**src/rtl/riscv_defines.sv**
```systemverilog
// Shared core definitions: the store buffer entry layout and its default depth.
package riscv_defines;

   localparam int SB_DEPTH = 4;

   typedef struct packed {
      logic [29:0] waddr;
      logic [3:0]  wstrb;
      logic [31:0] wdata;
   } sb_entry_t;

endpackage

```
**src/rtl/store_buffer.sv**
```systemverilog
// Posted-write buffer between store alignment and the data-memory port.
// Drains stores in order over req/gnt and flags loads that hit a buffered word.
module store_buffer
   import riscv_defines::*;
#(
   parameter int DEPTH = SB_DEPTH
) (
   input  logic                       clk,
   input  logic                       rst,
   input  logic                       st_valid,
   input  logic [31:0]                st_addr,
   input  logic [3:0]                 st_wstrb,
   input  logic [31:0]                st_wdata,
   output logic                       st_ready,
   input  logic                       ld_valid,
   input  logic [31:0]                ld_addr,
   output logic                       ld_hazard,
   output logic                       mem_req,
   output logic [31:0]                mem_addr,
   output logic [3:0]                 mem_wstrb,
   output logic [31:0]                mem_wdata,
   input  logic                       mem_gnt,
   output logic                       empty,
   output logic [$clog2(DEPTH+1)-1:0] count
);

   localparam int PW = $clog2(DEPTH);
   localparam int CW = $clog2(DEPTH + 1);

   if (DEPTH < 2 || (DEPTH & (DEPTH - 1)) != 0) begin : g_bad_depth
      $error("store_buffer: DEPTH must be a power of 2 and at least 2");
   end

   sb_entry_t         entries [DEPTH];
   logic [DEPTH-1:0]  vld;
   logic [PW-1:0]     head;
   logic [PW-1:0]     tail;
   logic [CW-1:0]     cnt;
   logic              enq;
   logic              deq;
   logic [DEPTH-1:0]  hit;
   sb_entry_t         head_e;
   logic              unused_low_bits;

   assign unused_low_bits = ^{st_addr[1:0], ld_addr[1:0]};

   // Readiness depends on state only; a same-cycle grant never makes room.
   assign st_ready = (cnt != CW'(DEPTH));
   assign mem_req  = (cnt != '0);
   assign empty    = (cnt == '0);
   assign count    = cnt;

   assign enq = st_valid && st_ready && (st_wstrb != 4'b0000);
   assign deq = mem_req && mem_gnt;

   assign head_e    = entries[head];
   assign mem_addr  = mem_req ? {head_e.waddr, 2'b00} : 32'h0;
   assign mem_wstrb = mem_req ? head_e.wstrb : 4'h0;
   assign mem_wdata = mem_req ? head_e.wdata : 32'h0;

   for (genvar i = 0; i < DEPTH; i++) begin : g_hazard
      assign hit[i] = vld[i] && (entries[i].waddr == ld_addr[31:2]);
   end

   assign ld_hazard = ld_valid && (|hit);

   always_ff @(posedge clk or posedge rst) begin
      if (rst) begin
         head <= '0;
         tail <= '0;
         cnt  <= '0;
         vld  <= '0;
         for (int i = 0; i < DEPTH; i++) begin
            entries[i] <= '0;
         end
      end else begin
         // enq and deq never target the same slot: that needs count 0 or full.
         if (enq) begin
            entries[tail] <= '{waddr: st_addr[31:2], wstrb: st_wstrb, wdata: st_wdata};
            vld[tail]     <= 1'b1;
            tail          <= tail + 1'b1;
         end
         if (deq) begin
            vld[head] <= 1'b0;
            head      <= head + 1'b1;
         end
         case ({enq, deq})
            2'b10:   cnt <= cnt + 1'b1;
            2'b01:   cnt <= cnt - 1'b1;
            default: cnt <= cnt;
         endcase
      end
   end

endmodule

```
**config.mk**
```make
export PLATFORM = sky130hd
export DESIGN_NAME = store_buffer
export DESIGN_NICKNAME = d
export VERILOG_FILES = /design/src/rtl/riscv_defines.sv /design/src/rtl/store_buffer.sv
export SDC_FILE = /design/constraint.sdc
export NUM_CORES = 1
export LEC_CHECK = 0
export BUFFER_PORTS_ARGS = -buffer_cell sky130_fd_sc_hd__buf_2
export CAP_MARGIN = 40
export CORE_MARGIN = 3
export CORE_UTILIZATION = 30
export CTS_CLUSTER_SIZE = 40
export DETAILED_ROUTE_END_ITERATION = 12
export PLACE_DENSITY = 0.54
export SETUP_SLACK_MARGIN = 0.15
export SLEW_MARGIN = 25
export SYNTH_ARGS = -nofsm -noshare
export SYNTH_HDL_FRONTEND = slang
export SYNTH_SLANG_ARGS = --single-unit
```
**constraint.sdc**
```tcl
create_clock -name clk -period 14.5 [get_ports clk]
set_input_delay 3.625 -clock clk [delete_from_list [all_inputs] [get_ports clk]]
set_output_delay 3.625 -clock clk [all_outputs]
set_load 0.02 [all_outputs]
```
* Word level (Yosys, flattened, before mapping)
Index checks and enable logic that the tools add are counted.
Storage, ports and cells: bits in registers 275, bits in latches 0, RAM bits 0, ROM bits 0, input port bits 105, output and inout port bits 75, logic and storage cells 71, memories kept 0
Cells by class: add/sub/neg operators 4, multipliers 0, div/mod/pow operators 0, $lt $le $gt $ge 7, equality and inequality tests 7, shifts and indexed selects 0, muxes and demuxes 16, bitwise gates (word level) 5, reductions and logical operators 16
Operators with widths (count):
- 264-bit bitwise mux | 1
- 66-bit 2-to-1 mux | 3
- 66-bit binary-select mux with 2-bit select | 1
- 66-bit demux with 2-bit select | 1
- 30-bit == test | 4
- 32-bit 2-to-1 mux | 2
- 4-bit 2-to-1 mux | 3
- 1-bit logical AND | 11
- 3-bit >= comparator (second input constant) | 2
- 2-bit by 3-bit less-than comparator with 1-bit output (second input constant) | 2
- 2-bit NOT with 3-bit output | 2
- 3-bit one-hot mux with 2 select lines | 1
- 2-bit by 1-bit adder with 2-bit output (second input constant) | 2
- 4-bit AND | 1
- 1-bit demux with 2-bit select | 2
- 2-bit by 1-bit >= comparator with 1-bit output (second input constant) | 2
- 4-bit NOT | 1
- 4-bit OR | 1
- 4-bit nonzero test | 1
- 4-bit OR reduction | 1
- 3-bit by 1-bit adder with 3-bit output (second input constant) | 1
- 3-bit zero test | 1
- 3-bit by 1-bit less-than comparator with 1-bit output (second input constant) | 1
- 3-bit != test (second input constant) | 1
- other kinds (6) | 7

* Longest topological paths before layout
depth after elaboration 8, gate-level depth with buffers 9, depth with buffers taken out 9

* Worst setup path before layout
Ideal clock, no wire load.
kind input to output, start point input ld_addr[5], end point output ld_hazard, arrival 4886 ps, data required time 10875 ps, setup slack 5989 ps, cell stages on the path 6, path buffers 1, path through clkbuf_1 -> xnor2_1 -> nand4_1 -> nor4_1 -> nand4_1 -> a41oi_1
On the way: word-level cells in the longest chain between the ends 4, elaborated cells between the ends (all ways) 10, classes of those cells eq/ne (4); reduce/logical (6)
RTL lines:
- from (decl) | RTL line store_buffer.sv:16 | input logic [31:0] ld_addr,
- 30-bit == test | RTL line store_buffer.sv:62 | assign hit[i] = vld[i] && (entries[i].waddr == ld_addr[31:2]);
- 1-bit logical AND | RTL line store_buffer.sv:62
- 4-bit OR reduction (*) | RTL line store_buffer.sv:65 | assign ld_hazard = ld_valid && (|hit);
- 1-bit logical AND (*) | RTL line store_buffer.sv:65
- to (decl) | RTL line store_buffer.sv:17 | output logic ld_hazard,
Every way passes the cells marked *; elsewhere a longest branch is shown, timed or not.

* Worst setup path after layout
start point input ld_addr[22], end point output ld_hazard
The elaborated chain is that of the path after synthesis.

==> metrics.cfg <==
[run_status]
outcome=completed

[clocking]
root_buffer=clkbuf_16
clockBufferDepth=3
clock_latency_ns=0.54
cts_tree=done
htreeDepth=2
cts.sinks=275
cts_inserted_buffers=36
postCtsHoldBufs=0
clkSlewWorstSetupHoldPaths_ns=0.06
cts_resized=0
post_cts_buffers=0

[floorplanning]
die-area_mm2=0.0508
die_x_um=225
core_area_mm2=0.0471
start_util_pct=30.7
rows=79
ios=180
die_y_um=225

[timing]
relSlewSlack_pct=42.1
finalCritPeriodShare_pct=63.5
grt_setup_unrepaired=no
finalClockSkew_ns=0.0317
setup_tns_ns=0
finalSetupViolCount=0
worstMarginPinSlew_ns=0.869
min_period_ns=9.21
fmax_mhz=109
slew_violations=0
hold_viol_final=0

[global_route]
antenna_found_initial=9
grt_pass1_vias=9183
gr-total-overflow=0
grt_usage_pct=15.2
grt_pass1_wl_um=58900
grt_max_degree=144

[logic_synthesis]
ys_ff_latch=275
synth_top_area_cell=dfrtp_1
synth_area_leaders=dfrtp_1 48%, mux2_4 12%, mux2_2 12%, mux4_2 10%, xnor2_1 4.8%
seq_area_frac_synth_pct=47.7
netlist_area_mm2=0.0144
synth_top_area_share_pct=47.7
netlist_instances=951
synth_cell_types=29
post_synth.cell_area_avg_um2=15.2
yosys_warnings=0

[route]
wl_per_cell_um=21.8
wl_um=38100
dr.pass1.iters=4
drc=0
ant_nets=0
via_count=8418
drtIter0Drc=365
viasPerCell=4.83

[run]
cap_violations=0

[final_layout]
stdcell_area_mm2=0.0169
multiInputGateArea_mm2=0.00696
register_area_mm2=0.00689
final_cell_mix=273 x dfrtp_1, 173 x buf_2, 148 x mux2_2
num-fill-cells=4560
nets=1221
layout.cells.most_common=dfrtp_1
drive_above_1_share_pct=51.5
final_cells=1742
area_growth_syn_to_layout_pct=17.2

[pwr]
seqPwrFrac_pct=32.6
ir_worst_vdd_uv=119
power_density_mw_per_mm2=268
clock_power_share_pct=20.5
p_comb_share_pct=47.0
leakagePower_nw=7.59
p_sw_w=0.00165
p_sw_share_pct=36.3
p_int_w=0.00289

[placed_design]
placed_cells=1675
place_area_mm2=0.0157
gp_congestion=0.775
port-buffer-count=173
dp_hpwl_um=24900

[critical_path]
cp-startpoint=ld_addr[22]
critPathTopFamily=simple AND/OR/NAND/NOR gates
critPathMaxFanout=4
critPathSlowestCell=nor4_1
r2r-start=count[0]
critPathCaptureType=output pin
start_kind=input pin
max_stage_delay_ns=0.54
path_buf_inv=2
crit_chain=buf_2, xnor2_1, nand4_1, nor4_1, nand4_1, a41oi_1, buf_2
cp.arrival_ns=5.58
criticalPathCategory=input pin to output pin
cp.required_ns=10.88

[hold_path]
min_path_type=register to register
holdCritStartpoint=entries[29]

worst paths after layout:
| check | to | slack (ns) | depth (start not counted) |
|---|---|---|---|
| worst min-delay path | entries[29] | 0.50 | 1 |
| min in group asynchronous | entries[203] | 3.08 | 2 |
| worst min register to register | entries[29] | 0.50 | 1 |
| worst max-delay path | ld_hazard | 5.29 | 7 |
| worst max register to register | entries[235] | 11.81 | 5 |
| max in group asynchronous | entries[103] | 10.27 | 3 |
power groups by stage:
stage	sequential [W]	combinational (W)	clock, W
2_1_floorplan	0.00138	0.00168	0
3_3_place_gp	0.00149	0.00211	0
3_5_place_dp	0.00149	0.00216	0
4_1_cts	0.00148	0.00217	0.000958
5_1_grt	0.00153	0.00230	0.000990
6_report	0.00148	0.00213	0.000928
cell type report:
class / instances / area share, %
clock buffers: 49 / 6.09
clock inverters: 16 / 1.18
flip-flops and latches: 275 / 40.7
diodes: 2 / 0.0296
inverters: 15 / 0.377
well taps: 607 / 4.49
repair buffers: 184 / 5.95
multi-input cells: 594 / 41.2
per-layer routing:
| layer | up-vias | part of all wire [%] | GRT usage (%) |
|---|---|---|---|
| met5 | - | 0.20 | 0 |
| met4 | 12 | 1.9 | 3.98 |
| met3 | 62 | 5.8 | 3.78 |
| met2 | 213 | 47 | 24.8 |
| met1 | 4405 | 45 | 20.5 |
| li1 | 3726 | - | - |
stage by stage:
| stage | util, % | total power, W | hold WS [ns] | worst slack, ns |
|---|---|---|---|---|
| finish | 36.0 | 0.00454 | 0.499 | 5.29 |
| global route | 36.0 | 0.00482 | 0.512 | 5.22 |
| CTS | 35.9 | 0.00461 | 0.503 | 5.25 |
| detailed placement | 33.3 | 0.00365 | 0.488 | 5.26 |
| global placement | 33.2 | 0.00361 | 0.483 | 5.25 |
| floorplan | - | 0.00305 | 0.474 | 3.29 |
flip-flops by register name, summed over array words and instances (netlist names):
| name | flops |
|---|---|
| tail | 2 |
| count | 3 |
| vld | 4 |
| head | 2 |
| entries | 264 |
cell usage after synthesis (all sizes together):
cell	count
conb	1
nor2	2
dfrtp	275
and2	67
mux2i	1
fa	1
nand4	24
inv	15
or3	1
o41ai	1
xor2	46
mux2	264
mux4	66
xnor2	79
buf	42
nand2	7
a41oi	1
a22oi	4
a21oi	1
ha	9
clkbuf	26
o21ai	2
nor4	16
worst register-to-register path, stage by stage (launching register included):
cell and delay, ns:
dfrtp_1 0.42, nor2_1 0.24, a21oi_4 0.18, nand2_4 0.52, buf_4 0.76, mux2_2 0.44
kinds of logic (layout without fill, tap and decap cells):
kind of cell             after synthesis  after routing  share of synthesized area (%)
buffers and inverters                 83            264                           4.16
other                                  1              4                         0.0260
AND/OR/NAND/NOR                      117            117                           5.12
XOR/XNOR                             125            125                           7.58
adder cells (fa/ha/maj)               10             10                          0.919
AO/OA/AOI/OAI                          9              9                          0.563
multiplexers                         331            331                           34.0
flip-flops                           275            275                           47.7
Note: power is estimated with default switching activity, not from simulation.
